[config.mk]
export PLATFORM = sky130hd
export DESIGN_NAME = dtree_seq_eval
export DESIGN_NICKNAME = d
export VERILOG_FILES = /design/src/rtl/dtree_pkg.sv /design/src/rtl/dtree_node_ram.sv /design/src/rtl/dtree_seq_eval.sv
export SDC_FILE = /design/constraint.sdc
export NUM_CORES = 1
export LEC_CHECK = 0
export BUFFER_PORTS_ARGS = -buffer_cell sky130_fd_sc_hd__buf_2
export CORE_AREA = 2 2 238 240
export DETAILED_ROUTE_END_ITERATION = 8
export DIE_AREA = 0 0 240 242
export PLACE_DENSITY = 0.79
export SKIP_CTS_REPAIR_TIMING = 1
export SLEW_MARGIN = 20
export SYNTH_ARGS = -nofsm -noshare
export SYNTH_HDL_FRONTEND = slang
export SYNTH_HIERARCHICAL = 1
export SYNTH_SLANG_ARGS = --single-unit
[constraint.sdc]
create_clock -name clk -period 5.35 [get_ports clk]
set_clock_uncertainty 0.05 [all_clocks]
set_input_delay 0.8025 -clock clk [delete_from_list [all_inputs] [get_ports clk]]
set_output_delay 0.8025 -clock clk [all_outputs]
set_load 0.1 [all_outputs]
[src/rtl/dtree_pkg.sv]
// ---------------------------------------------------------------------------
// dtree_pkg : shared types and width helpers for the decision-tree walker.
// Rev 1.0
// ---------------------------------------------------------------------------
`default_nettype none

package dtree_pkg;

  typedef enum logic [1:0] {
    ST_IDLE = 2'd0,
    ST_WALK = 2'd1,
    ST_DONE = 2'd2
  } state_t;

  // Decoded node, fields widened to a fixed maximum so one type serves every
  // parameterisation; the packed table word uses only the bits it needs.
  typedef struct packed {
    logic        is_leaf;
    logic [15:0] feat_idx;
    logic [7:0]  shift;
    logic [31:0] thr;
    logic [15:0] left;
    logic [15:0] right;
  } node_t;

  function automatic int clog2_min1(input int v);
    return (v <= 2) ? 1 : $clog2(v);
  endfunction

  // Word layout, MSB to LSB: is_leaf, feat_idx, shift, thr, left, right.
  function automatic int node_w(input int n_feat, input int feat_w, input int n_nodes);
    return 1 + clog2_min1(n_feat) + clog2_min1(feat_w) + feat_w + 2 * clog2_min1(n_nodes);
  endfunction

endpackage

`default_nettype wire

[src/rtl/dtree_node_ram.sv]
// ---------------------------------------------------------------------------
// dtree_node_ram : node table, one synchronous write port, one async read port.
// Rev 1.0
// ---------------------------------------------------------------------------
`default_nettype none

module dtree_node_ram #(
  parameter int DEPTH  = 32,
  parameter int WIDTH  = 25,
  parameter int ADDR_W = 5
) (
  input  logic              clk,
  input  logic              we_i,
  input  logic [ADDR_W-1:0] waddr_i,
  input  logic [WIDTH-1:0]  wdata_i,
  input  logic [ADDR_W-1:0] raddr_i,
  output logic [WIDTH-1:0]  rdata_o
);

  logic [WIDTH-1:0] mem_q [DEPTH];

  // No reset: table contents survive rst.
  always_ff @(posedge clk) begin
    if (we_i && (32'(waddr_i) < 32'(DEPTH))) begin
      mem_q[waddr_i] <= wdata_i;
    end
  end

  assign rdata_o = mem_q[raddr_i];

endmodule

`default_nettype wire

[src/rtl/dtree_seq_eval.sv]
// ---------------------------------------------------------------------------
// dtree_seq_eval : sequential decision-tree classifier, one node per cycle.
// Rev 1.0
// ---------------------------------------------------------------------------
`default_nettype none

module dtree_seq_eval
  import dtree_pkg::*;
#(
  parameter int N_FEAT        = 5,
  parameter int FEAT_W        = 8,
  parameter int CLASS_W       = 5,
  parameter int N_NODES       = 32,
  parameter int MAX_DEPTH     = 15,
  parameter int DEFAULT_CLASS = 0,
  localparam int NODE_IDX_W   = clog2_min1(N_NODES),
  localparam int NODE_W       = node_w(N_FEAT, FEAT_W, N_NODES)
) (
  input  logic                     clk,
  input  logic                     rst,
  input  logic                     in_valid,
  output logic                     in_ready,
  input  logic [N_FEAT*FEAT_W-1:0] in_feat,
  output logic                     out_valid,
  input  logic                     out_ready,
  output logic [CLASS_W-1:0]       out_class,
  output logic                     out_err,
  input  logic                     cfg_we,
  input  logic [NODE_IDX_W-1:0]    cfg_addr,
  input  logic [NODE_W-1:0]        cfg_wdata
);

  localparam int FIDX_W    = clog2_min1(N_FEAT);
  localparam int SH_W      = clog2_min1(FEAT_W);
  localparam int STEP_W    = clog2_min1(MAX_DEPTH + 1);
  localparam int RIGHT_LSB = 0;
  localparam int LEFT_LSB  = NODE_IDX_W;
  localparam int THR_LSB   = 2 * NODE_IDX_W;
  localparam int SH_LSB    = THR_LSB + FEAT_W;
  localparam int FIDX_LSB  = SH_LSB + SH_W;
  localparam int LEAF_BIT  = FIDX_LSB + FIDX_W;

  state_t                     state_q, state_d;
  logic [NODE_IDX_W-1:0]      ptr_q, ptr_d;
  logic [STEP_W-1:0]          step_q, step_d;
  logic [N_FEAT*FEAT_W-1:0]   feat_q, feat_d;
  logic [CLASS_W-1:0]         class_q, class_d;
  logic                       err_q, err_d;

  logic [NODE_W-1:0]          w_word;
  node_t                      w_node;
  logic [FEAT_W-1:0]          w_feat;
  logic [FEAT_W-1:0]          w_shifted;
  logic                       w_go_left;
  logic [15:0]                w_child;
  logic                       w_bad;
  logic                       w_last;

  dtree_node_ram #(
    .DEPTH  (N_NODES),
    .WIDTH  (NODE_W),
    .ADDR_W (NODE_IDX_W)
  ) u_ram (
    .clk     (clk),
    .we_i    (cfg_we && (state_q == ST_IDLE)),
    .waddr_i (cfg_addr),
    .wdata_i (cfg_wdata),
    .raddr_i (ptr_q),
    .rdata_o (w_word)
  );

  always_comb begin
    w_node          = '0;
    w_node.is_leaf  = w_word[LEAF_BIT];
    w_node.feat_idx = 16'(w_word[FIDX_LSB +: FIDX_W]);
    w_node.shift    = 8'(w_word[SH_LSB +: SH_W]);
    w_node.thr      = 32'(w_word[THR_LSB +: FEAT_W]);
    w_node.left     = 16'(w_word[LEFT_LSB +: NODE_IDX_W]);
    w_node.right    = 16'(w_word[RIGHT_LSB +: NODE_IDX_W]);
  end

  always_comb begin
    w_feat = '0;
    for (int i = 0; i < N_FEAT; i++) begin
      if (w_node.feat_idx == 16'(i)) begin
        w_feat = feat_q[i*FEAT_W +: FEAT_W];
      end
    end
  end

  assign w_shifted = w_feat >> w_node.shift;
  assign w_go_left = (32'(w_shifted) <= w_node.thr);
  assign w_child   = w_go_left ? w_node.left : w_node.right;
  assign w_bad     = (32'(w_node.feat_idx) >= 32'(N_FEAT)) || (32'(w_child) >= 32'(N_NODES));
  // The node being evaluated is the last one the step budget allows.
  assign w_last    = (step_q == STEP_W'(MAX_DEPTH - 1));

  always_comb begin
    state_d = state_q;
    ptr_d   = ptr_q;
    step_d  = step_q;
    feat_d  = feat_q;
    class_d = class_q;
    err_d   = err_q;
    unique case (state_q)
      ST_IDLE: begin
        if (in_valid) begin
          feat_d  = in_feat;
          ptr_d   = '0;
          step_d  = '0;
          state_d = ST_WALK;
        end
      end
      ST_WALK: begin
        if (w_node.is_leaf) begin
          class_d = w_word[THR_LSB +: CLASS_W];
          err_d   = 1'b0;
          state_d = ST_DONE;
        end else if (w_bad || w_last) begin
          class_d = CLASS_W'(DEFAULT_CLASS);
          err_d   = 1'b1;
          state_d = ST_DONE;
        end else begin
          ptr_d  = w_child[NODE_IDX_W-1:0];
          step_d = step_q + STEP_W'(1);
        end
      end
      ST_DONE: begin
        if (out_ready) begin
          state_d = ST_IDLE;
        end
      end
      default: state_d = ST_IDLE;
    endcase
  end

  always_ff @(posedge clk) begin
    if (rst) begin
      state_q <= ST_IDLE;
      ptr_q   <= '0;
      step_q  <= '0;
      feat_q  <= '0;
      class_q <= '0;
      err_q   <= 1'b0;
    end else begin
      state_q <= state_d;
      ptr_q   <= ptr_d;
      step_q  <= step_d;
      feat_q  <= feat_d;
      class_q <= class_d;
      err_q   <= err_d;
    end
  end

  assign in_ready  = (state_q == ST_IDLE);
  assign out_valid = (state_q == ST_DONE);
  assign out_class = class_q;
  assign out_err   = err_q;

endmodule

`default_nettype wire

**Word level (Yosys, flattened, before mapping)**

Memory sizes are Yosys's and may differ from the RTL's. A register that Yosys moved wholly into a read port is not among the register bits.
Index checks and enable logic that the tools add are counted.

- Reductions and logical operators: 11
- Equality and inequality tests: 12
- Order comparisons: 3
- Mux-type cells: 27
- Shifts and indexed selects: 1
- Add/subtract/negate cells: 1

Operators by type and width:

| kind | number |
|---|---|
| $mux W5 | 8 |
| $mux W8 | 5 |
| $logic_not A16 Y1 | 1 |
| $mux W4 | 3 |
| $pmux W5 S2 | 1 |
| $le A8 B8 Y1 | 1 |
| $mux W2 | 4 |
| $pmux W4 S2 | 1 |
| $shr A8 B3 Y8 | 1 |
| $eq A3 B2 Y1 const B | 2 |
| $ge A5 B6 Y1 const B | 1 |
| $ne A2 B2 Y1 const B | 3 |
| $pmux W2 S3 | 1 |
| $add A4 B1 Y4 const B | 1 |
| $eq A4 B4 Y1 const B | 1 |
| $mux W1 | 4 |
| $reduce_and A2 Y1 | 2 |
| $reduce_and A4 Y1 | 1 |
| $reduce_bool A2 Y1 | 2 |
| $eq A3 B1 Y1 const B | 1 |
| $eq A3 B3 Y1 const B | 1 |
| $ge A3 B3 Y1 const B | 1 |
| $ne A3 B2 Y1 const B | 1 |
| $reduce_and A3 Y1 | 1 |
| 6 further kinds | 7 |

- Output and inout port bits: 8
- Bits in writable memories: 800
- Register bits: 57
- Word-level logic and storage cells: 62
- Memories: 1

Memory list:

| name | depth | bits a word | rd ports | clocked after memory_dff | write ports | RTL line | text |
|---|---|---|---|---|---|---|---|
| u_ram.mem_q | 32 | 25 | 1 | 1 | 1 | dtree_node_ram.sv:20 | `logic [WIDTH-1:0] mem_q [DEPTH];` |

**Depth between registers and ports, before layout**

Gate-level depths: netlist of the first run.

- Depth after elaboration: 17
- Depth in mapped cells: 23
- Depth with buffers taken out: 18

**By module**

The synthesis of the first run kept the hierarchy.

Modules (own cells, without submodules):

| module | sequential area each (um^2) | area each (um^2) | times used | cells each |
|---|---|---|---|---|
| dtree_node_ram | 24,023.0 | 31,326.3 | 1 | 1,753 |
| dtree_seq_eval | 1,141.1 | 2,856.5 | 1 | 357 |

**Worst setup path after synthesis of the first run**

Ideal clock, no wire load.

- Path type: register to register
- Start: register, netlist name ptr_q[0]
- End: register ptr_q[4]
- Setup slack: 1.200 ns
- Buffers on the path: 4
- Required time: 5.178 ns
- Stages on the path, launching flop included: 22
- Setup time: 0.122 ns
- Arrival time: 3.978 ns
- Cells stage by stage: dfxtp_1 -> buf_6 -> buf_8 -> buf_6 -> buf_6 -> mux2i_1 -> a22oi_1 -> a31oi_1 -> nand3_1 -> or2_2 -> o221a_2 -> a22o_1 -> o22ai_1 -> nand2_1 -> o21ai_2 -> ha_1 -> nor2b_1 -> o211ai_1 -> a21oi_1 -> o31ai_2 -> mux2i_1 -> o21ai_0

RTL lines:

| item | RTL line | text |
|---|---|---|
| to (signal assigned) | dtree_seq_eval.sv:147 | `ptr_q <= ptr_d;` |
| to (decl) | dtree_seq_eval.sv:44 | `logic [NODE_IDX_W-1:0] ptr_q, ptr_d;` |

==> results of run 1 <==
power by group through the flow:
stage / registers, mW / logic (mW) / clock network [mW]
2_1_floorplan: 7.57 / 0.395 / 0
3_3_place_gp: 7.55 / 0.638 / 0
3_5_place_dp: 7.56 / 0.666 / 0
4_1_cts: 7.42 / 0.672 / 5.71
5_1_grt: 7.42 / 0.732 / 5.95
6_report: 7.42 / 0.682 / 5.64
cells by family after synthesis:
logic type / Yosys count
adders and majority gates: 10
and+or+nand+nor: 374
muxes: 425
xor gates and xnor gates: 2
buffers and inverters: 133
AOI/OAI and AO/OA: 309
DFF: 857
final timing paths:
check | endpoint | slack [ns] | cells past startpoint | from
worst max register to register | ptr_q[0]$_SDFFE_PP0P_ | 0.20 | 19 | ptr_q[0]$_SDFFE_PP0P_
worst min register to register | feat_q[26]$_SDFFE_PP0P_ | 0.41 | 2 | feat_q[26]$_SDFFE_PP0P_
worst min-delay path | feat_q[26]$_SDFFE_PP0P_ | 0.37 | 3 | in_feat[26]
worst max-delay path | ptr_q[0]$_SDFFE_PP0P_ | 0.20 | 19 | ptr_q[0]$_SDFFE_PP0P_
final cells by class:
cell class	instances	area share, %
timing repair buffer	150	3.33
multi-input combinational	1120	21.8
sequential	857	65.5
inverter	10	0.0976
clock buffer	103	5.73
antenna	2	0.0130
clock inverter	50	1.08
tap	756	2.46
layout by cell type (no fill, tap or decap), types with 3 or more instances in the layout:
cell,synthesis,layout
a21oi_1,122,122
a22o_1,51,51
a22oi_1,81,81
a31oi_1,28,28
buf_12,0,3
buf_16,0,16
buf_2,31,82
buf_4,14,49
bufinv_16,0,5
clkbuf_1,37,17
clkbuf_16,0,85
clkinv_1,0,22
clkinv_2,0,8
clkinvlp_4,0,6
dfxtp_1,57,56
edfxtp_1,800,800
ha_1,10,10
inv_1,10,10
inv_6,0,4
mux2_2,3,3
mux2i_1,417,417
mux4_2,4,4
nand2_1,175,175
nand2b_1,5,5
nand3_1,78,78
nand3b_1,6,6
nand4_1,3,3
nor2_1,52,20
nor2_2,1,3
nor2_4,1,31
nor2b_1,5,3
nor3_1,30,30
o21a_1,3,3
o21ai_0,14,14
or3b_2,3,3
routing by layer:
metal	vias up	track usage, %	part of all wire, %	wire length (microns)
met4	8	11.9	3.1	2530
li1	8436	-	-	-
met2	1058	45.5	50	40300
met3	177	6.36	9.7	7860
met1	9788	37.0	38	30600
met5	-	0	0.054	44
Yosys cell counts (2+ instances only):
master / number / area share (%)
a21oi_1: 122 / 1.8
edfxtp_1: 800 / 70
a31oi_1: 28 / 0.51
nand3_1: 78 / 1.1
or3b_2: 3 / 0.077
clkbuf_1: 37 / 0.41
ha_1: 10 / 0.37
nand2b_1: 5 / 0.092
o21a_1: 3 / 0.066
nand4bb_1: 2 / 0.066
a22oi_1: 81 / 1.8
mux2i_1: 417 / 12
mux4_2: 4 / 0.26
and2_1: 3 / 0.055
buf_4: 14 / 0.31
nor3_1: 30 / 0.44
clkbuf_4: 4 / 0.088
mux2_2: 3 / 0.099
and3_1: 2 / 0.037
buf_2: 31 / 0.45
inv_1: 10 / 0.11
xor2_1: 2 / 0.051
nor2_1: 52 / 0.57
buf_6: 24 / 0.79
buf_1: 5 / 0.055
nand2_1: 175 / 1.9
or2_2: 2 / 0.037
nand4_1: 3 / 0.055
o21ai_0: 14 / 0.20
nor2b_1: 5 / 0.092
buf_8: 8 / 0.35
dfxtp_1: 57 / 3.3
nand3b_1: 6 / 0.13
a22o_1: 51 / 1.3
sequential cells by signal, summed over array words and instances, names as in the netlist:
register,cells
step_q,4
out_class,5
feat_q,40
ptr_q,5
u_ram/mem_q,800
out_err,1
state_q,2
critical path: cells and delay by family (launching register included):
family / cells / cell delay (ns)
multiplexers: 4 / 1.03
buffers and inverters: 5 / 1.70
adder cells (fa/ha/maj): 1 / 0.26
flip-flops: 1 / 0.54
AND/OR/NAND/NOR: 3 / 0.43
AO/OA/AOI/OAI: 6 / 0.93
==> flow_metrics.tcl, run 1 <==
set metrics [dict create \
    syn_inst 2110 \
    relSlewSlack_pct 19.5 \
    cts_sinks 857 \
    multi_input_area_sq_mm 0.00839 \
    async_reset_ff_share_pct 0 \
    leakagePower_nw 11.9 \
    slew_violations 0 \
    slowest_stage "dfxtp_4" \
    ir_drop_v 0.000256 \
    ant_nets 0 \
    via_per_inst 6.39 \
    cp-end-kind "flip-flop" \
    syn_nets 2195 \
    max_cap_violations 0 \
    period_needed_ns 5.15 \
    p_clk_share_pct 41.0 \
    p_sw_mw 2.95 \
    p_int_mw 10.8 \
    p_per_area_mw_per_mm2 357 \
    tns_ns 0 \
    tritoncts "built" \
    combPwrFrac_pct 5.0 \
    finalWirelength_microns 81400 \
    fin_hold_ws_ns 0.365 \
    grt-ovfl-total 0 \
    dieArea_sq_mm 0.0581 \
    cts.path.max_buffers 3 \
    fin_area_sq_mm 0.0384 \
    die_h_microns 242 \
    swShare_pct 21.5 \
    arrival_ns 5.61 \
    final.period_utilization_pct 96.3 \
    synth_top_family_by_area "multiplexers" \
    drc 0 \
    firstDrtPassIters 6 \
    clock-root-buffer "clkbuf_16" \
    synth-seq-area-share_pct 73.6 \
    placedInstanceArea_sq_mm 0.0357 \
    dominantRegCellSynth "edfxtp_1" \
    grt_usage_pct 28.1 \
    start_util_pct 61.3 \
    power_mw 13.7 \
    synth_mux_area_share_pct 12.6 \
    yosysWarnings 6 \
    pin_count 83 \
    fmax_mhz 194 \
    synth_xor_area_share_pct 0.0512 \
    grt_pass1_wl_microns 120000 \
    post_route_cells_drive_above_1_share_pct 13.9 \
    clk_pin_slew_worst_paths_ns 0.06 \
    ctsHtreeMaxLevel 3 \
    grt_max_degree 55 \
    synth_compound_area_share_pct 5.90 \
    core_sq_mm 0.0557 \
    synth_area_sq_mm 0.0342 \
    nNetsFinal 2308 \
    syn_to_final_growth_pct 12.5 \
    dieWidth_microns 240 \
    synth_area_per_cell_sq_um 16.2 \
    fin_util_pct 69.0 \
    hold_path_class "primary input to flip-flop" \
    grt_pass1_vias 19300 \
    regArea_sq_mm 0.0252 \
    setup_viol_count_final 0 \
    rsz0062_at_grt "false" \
    drt_iter0_drc 2077 \
    antenna_found_initial 6 \
    cts_made_buffers 84 \
    gp_congestion 0.819 \
    via_count 19500 \
    clock_latency_ns 0.63 \
    critPathMaxStageDelay_ns 0.54 \
    post-dp-hpwl_microns 46100 \
    status "finished, final reports clean" \
    path_max_fanout 34 \
    cp.required_ns 5.80 \
    critPathKind "flip-flop to flip-flop" \
    layoutNonFillerInstCount 3048 \
    pre_cts_ws_ns 0.366 \
    worst_setup_path_start_kind "flip-flop" \
    synth-simple-area-share_pct 4.89 \
    dp_cells 2889 \
    hold_violations 0 \
    path_cells "buf_12 > buf_4 > buf_4 > mux2i_1 > a21oi_1 > nand3_1 > nand3_1 > buf_4 > mux2_2 > mux2_2 > o21ai_2 > ha_1 > nor2b_1 > o211ai_1 > a21oi_1 > o31ai_2 > buf_4 > mux2i_1 > o21ai_0" \
    post_drt_wl_per_cell_microns 26.7 \
    synth_seq_cells 857 \
    synth_edf_count 800 \
    synthAdderAreaFrac_pct 0.366 \
    fill_cells 3495 \
    critPathMostFrequentCell "buf_4" \
    rows 87 \
    worstMarginPinSlew_ns 1.20 \
    layout_setup_ws_ns 0.196 \
    power_frac_seq_pct 54.0 \
    port_buffers 82 \
    synth_cell_type_count 53 \
]
(Power assumes the default switching activity.)
==> run 2, diff against run 1 <==
--- a/config.mk
+++ b/config.mk
@@ -5,10 +5,10 @@
 export SDC_FILE = /design/constraint.sdc
 export NUM_CORES = 1
 export LEC_CHECK = 0
-export BUFFER_PORTS_ARGS = -buffer_cell sky130_fd_sc_hd__buf_2
-export CORE_AREA = 2 2 238 240
+export CORE_AREA = 2 2 236 238
 export DETAILED_ROUTE_END_ITERATION = 8
-export DIE_AREA = 0 0 240 242
+export DIE_AREA = 0 0 238 240
+export DONT_BUFFER_PORTS = 1
 export PLACE_DENSITY = 0.79
 export SKIP_CTS_REPAIR_TIMING = 1
 export SLEW_MARGIN = 20
==> constraint.sdc (replaced) <==
create_clock -name clk -period 5.35 [get_ports clk]
set_clock_uncertainty 0.05 [all_clocks]
set_input_delay 1.07 -clock clk [delete_from_list [all_inputs] [get_ports clk]]
set_output_delay 1.07 -clock clk [all_outputs]
set_load 0.1 [all_outputs]
==> run 2 against run 1 <==
  * Via count fell by 2.0%
  * Sequential share of layout area increased by 1.3 points
  * Critical path type unchanged
  * Sequential power barely moved
  * Design area fell by 1.9%
  * First-iteration DRC count rose by 7.2%
  * Global-route usage increased by 0.73 points
==> flow_metrics.tcl, run 2 (synthesized netlist as in run 1, its figures left out) <==
set metrics [dict create \
    arrival_ns 5.53 \
    p_per_area_mw_per_mm2 362 \
    slew_violations 0 \
    cp-end-kind "flip-flop" \
    syn_to_final_growth_pct 10.4 \
    period_needed_ns 5.07 \
    die_h_microns 240 \
    p_clk_share_pct 41.5 \
    via_count 19100 \
    r2r_cells 21 \
    worst_setup_path_start_kind "flip-flop" \
    grt-ovfl-total 0 \
    rsz0062_at_grt "false" \
    grt_pass1_wl_microns 119000 \
    hold_depth 2 \
    p_int_mw 10.8 \
    post_route_cells_drive_above_1_share_pct 10.8 \
    fin_hold_ws_ns 0.398 \
    largest_reg_flops 800 \
    grt_usage_pct 28.9 \
    nNetsFinal 2229 \
    pin_count 83 \
    mostFrequentLayoutCells "800 x edfxtp_1, 417 x mux2i_1, 174 x nand2_1" \
    grt_pass1_vias 18800 \
    critPathLaunch "ptr_q[0]$_SDFFE_PP0P_" \
    ant_nets 0 \
    swShare_pct 20.8 \
    clock_latency_ns 0.64 \
    max_cap_violations 0 \
    firstDrtPassIters 6 \
    gp_congestion 0.824 \
    via_per_inst 6.56 \
    rows 86 \
    hold_start "feat_q[25]$_SDFFE_PP0P_" \
    n_antenna_cell 0 \
    dieArea_sq_mm 0.0571 \
    top_regs "u_ram/mem_q (800), feat_q (40)" \
    path_max_fanout 29 \
    placedInstanceArea_sq_mm 0.0350 \
    post-dp-hpwl_microns 45100 \
    ctsHtreeMaxLevel 3 \
    fin_area_sq_mm 0.0377 \
    ir_drop_v 0.000421 \
    setup_viol_count_final 0 \
    power_frac_seq_pct 54.5 \
    clock-root-buffer "clkbuf_16" \
    tritoncts "built" \
    setup.reg_to_reg.worst_slack_ns 0.28 \
    regMostFlops "u_ram/mem_q" \
    worstMarginPinSlew_ns 1.14 \
    combPwrFrac_pct 4.0 \
    cts_sinks 857 \
    hold_path_end "feat_q[25]$_SDFFE_PP0P_" \
    drc 0 \
    hold_path_class "flip-flop to flip-flop" \
    antenna_found_initial 2 \
    tns_ns 0 \
    cp.required_ns 5.81 \
    final_common_cell "edfxtp_1" \
    fmax_mhz 197 \
    cts.path.max_buffers 3 \
    port_buffers 0 \
    p_sw_mw 2.84 \
    leakagePower_nw 11.5 \
    finalWirelength_microns 82100 \
    drt_iter0_drc 2226 \
    critPathKind "flip-flop to flip-flop" \
    start_util_pct 62.5 \
    core_sq_mm 0.0547 \
    r2r-end "ptr_q[3]$_SDFFE_PP0P_" \
    status "finished, final reports clean" \
    fin_util_pct 69.0 \
    clk_pin_slew_worst_paths_ns 0.06 \
    grt_max_degree 106 \
    r2r_start "ptr_q[0]$_SDFFE_PP0P_" \
    cts_made_buffers 83 \
    hold_violations 0 \
    relSlewSlack_pct 23.6 \
    dieWidth_microns 238 \
    post_drt_wl_per_cell_microns 28.2 \
    final.period_utilization_pct 94.7 \
]
==> run 2: changes by cell type in the layout (fill, tap and decap cells not counted), moves of 3 or more <==
| cell | previous run | this run |
|---|---|---|
| clkinv_1 | 22 | 14 |
| buf_4 | 49 | 65 |
| clkinvlp_4 | 6 | 3 |
| buf_2 | 82 | 0 |
| clkbuf_1 | 17 | 26 |
| buf_16 | 16 | 1 |
==> run 2: per-stage QoR <==
step	instances	total power [mW]	worst slack, ns
2_1_floorplan	2110	7.96	1.20
3_3_place_gp	2756	8.09	0.470
3_5_place_dp	2757	8.11	0.349
4_1_cts	2904	13.7	0.324
5_1_grt	2910	14.0	0.0941
6_report	2910	13.6	0.282
==> run 2: worst max-delay path by stage <==
stage / end / slack, ns
detailed placement: ptr_q[3]$_SDFFE_PP0P_ / 0.35
floorplan: ptr_q[4]$_SDFFE_PP0P_ / 1.20
global route: ptr_q[1]$_SDFFE_PP0P_ / 0.09
CTS: ptr_q[3]$_SDFFE_PP0P_ / 0.32
global placement: ptr_q[4]$_SDFFE_PP0P_ / 0.47
finish: ptr_q[3]$_SDFFE_PP0P_ / 0.28
==> run 2: critical path: stages, from the launching register on <==
cell      delay, ns
dfxtp_4        0.62
buf_12         0.29
buf_4          0.28
mux2i_1        0.12
a21oi_1        0.19
nand3_1        0.11
nand3_1        0.11
buf_4          0.29
mux4_2         0.56
nand2_1        0.10
nand2_1        0.06
mux2i_1        0.24
mux2_2         0.22
o21ai_2        0.05
ha_1           0.29
nor2b_1        0.13
o211ai_1       0.15
a21oi_1        0.10
o31ai_2        0.36
buf_4          0.25
mux2i_1        0.22
o21ai_0        0.10
==> run 2: power by group through the flow <==
| stage | clock [mW] | sequential, mW | combinational, mW |
|---|---|---|---|
| floorplan | 0 | 7.57 | 0.395 |
| global placement | 0 | 7.57 | 0.518 |
| detailed placement | 0 | 7.58 | 0.534 |
| CTS | 5.69 | 7.44 | 0.538 |
| global route | 5.95 | 7.44 | 0.581 |
| finish | 5.66 | 7.44 | 0.546 |
==> run 2: layout make-up <==
class	count	area, sq um
clock inverters	38	435
repair buffers	70	596
fillers	3402	16900
inverters	10	37.5
flip-flops and latches	857	25200
multi-input cells	1122	8430
well taps	704	881
clock buffers	109	2170
==> run 2: metal layers <==
metal  track usage [%]  share of wire [%]  up-vias
li1                  -                  -     8270
met1              36.7                 37     9582
met2              47.9                 49     1003
met3              6.50                9.2      222
met4              13.3                4.6        2
met5                 0             0.0097        -
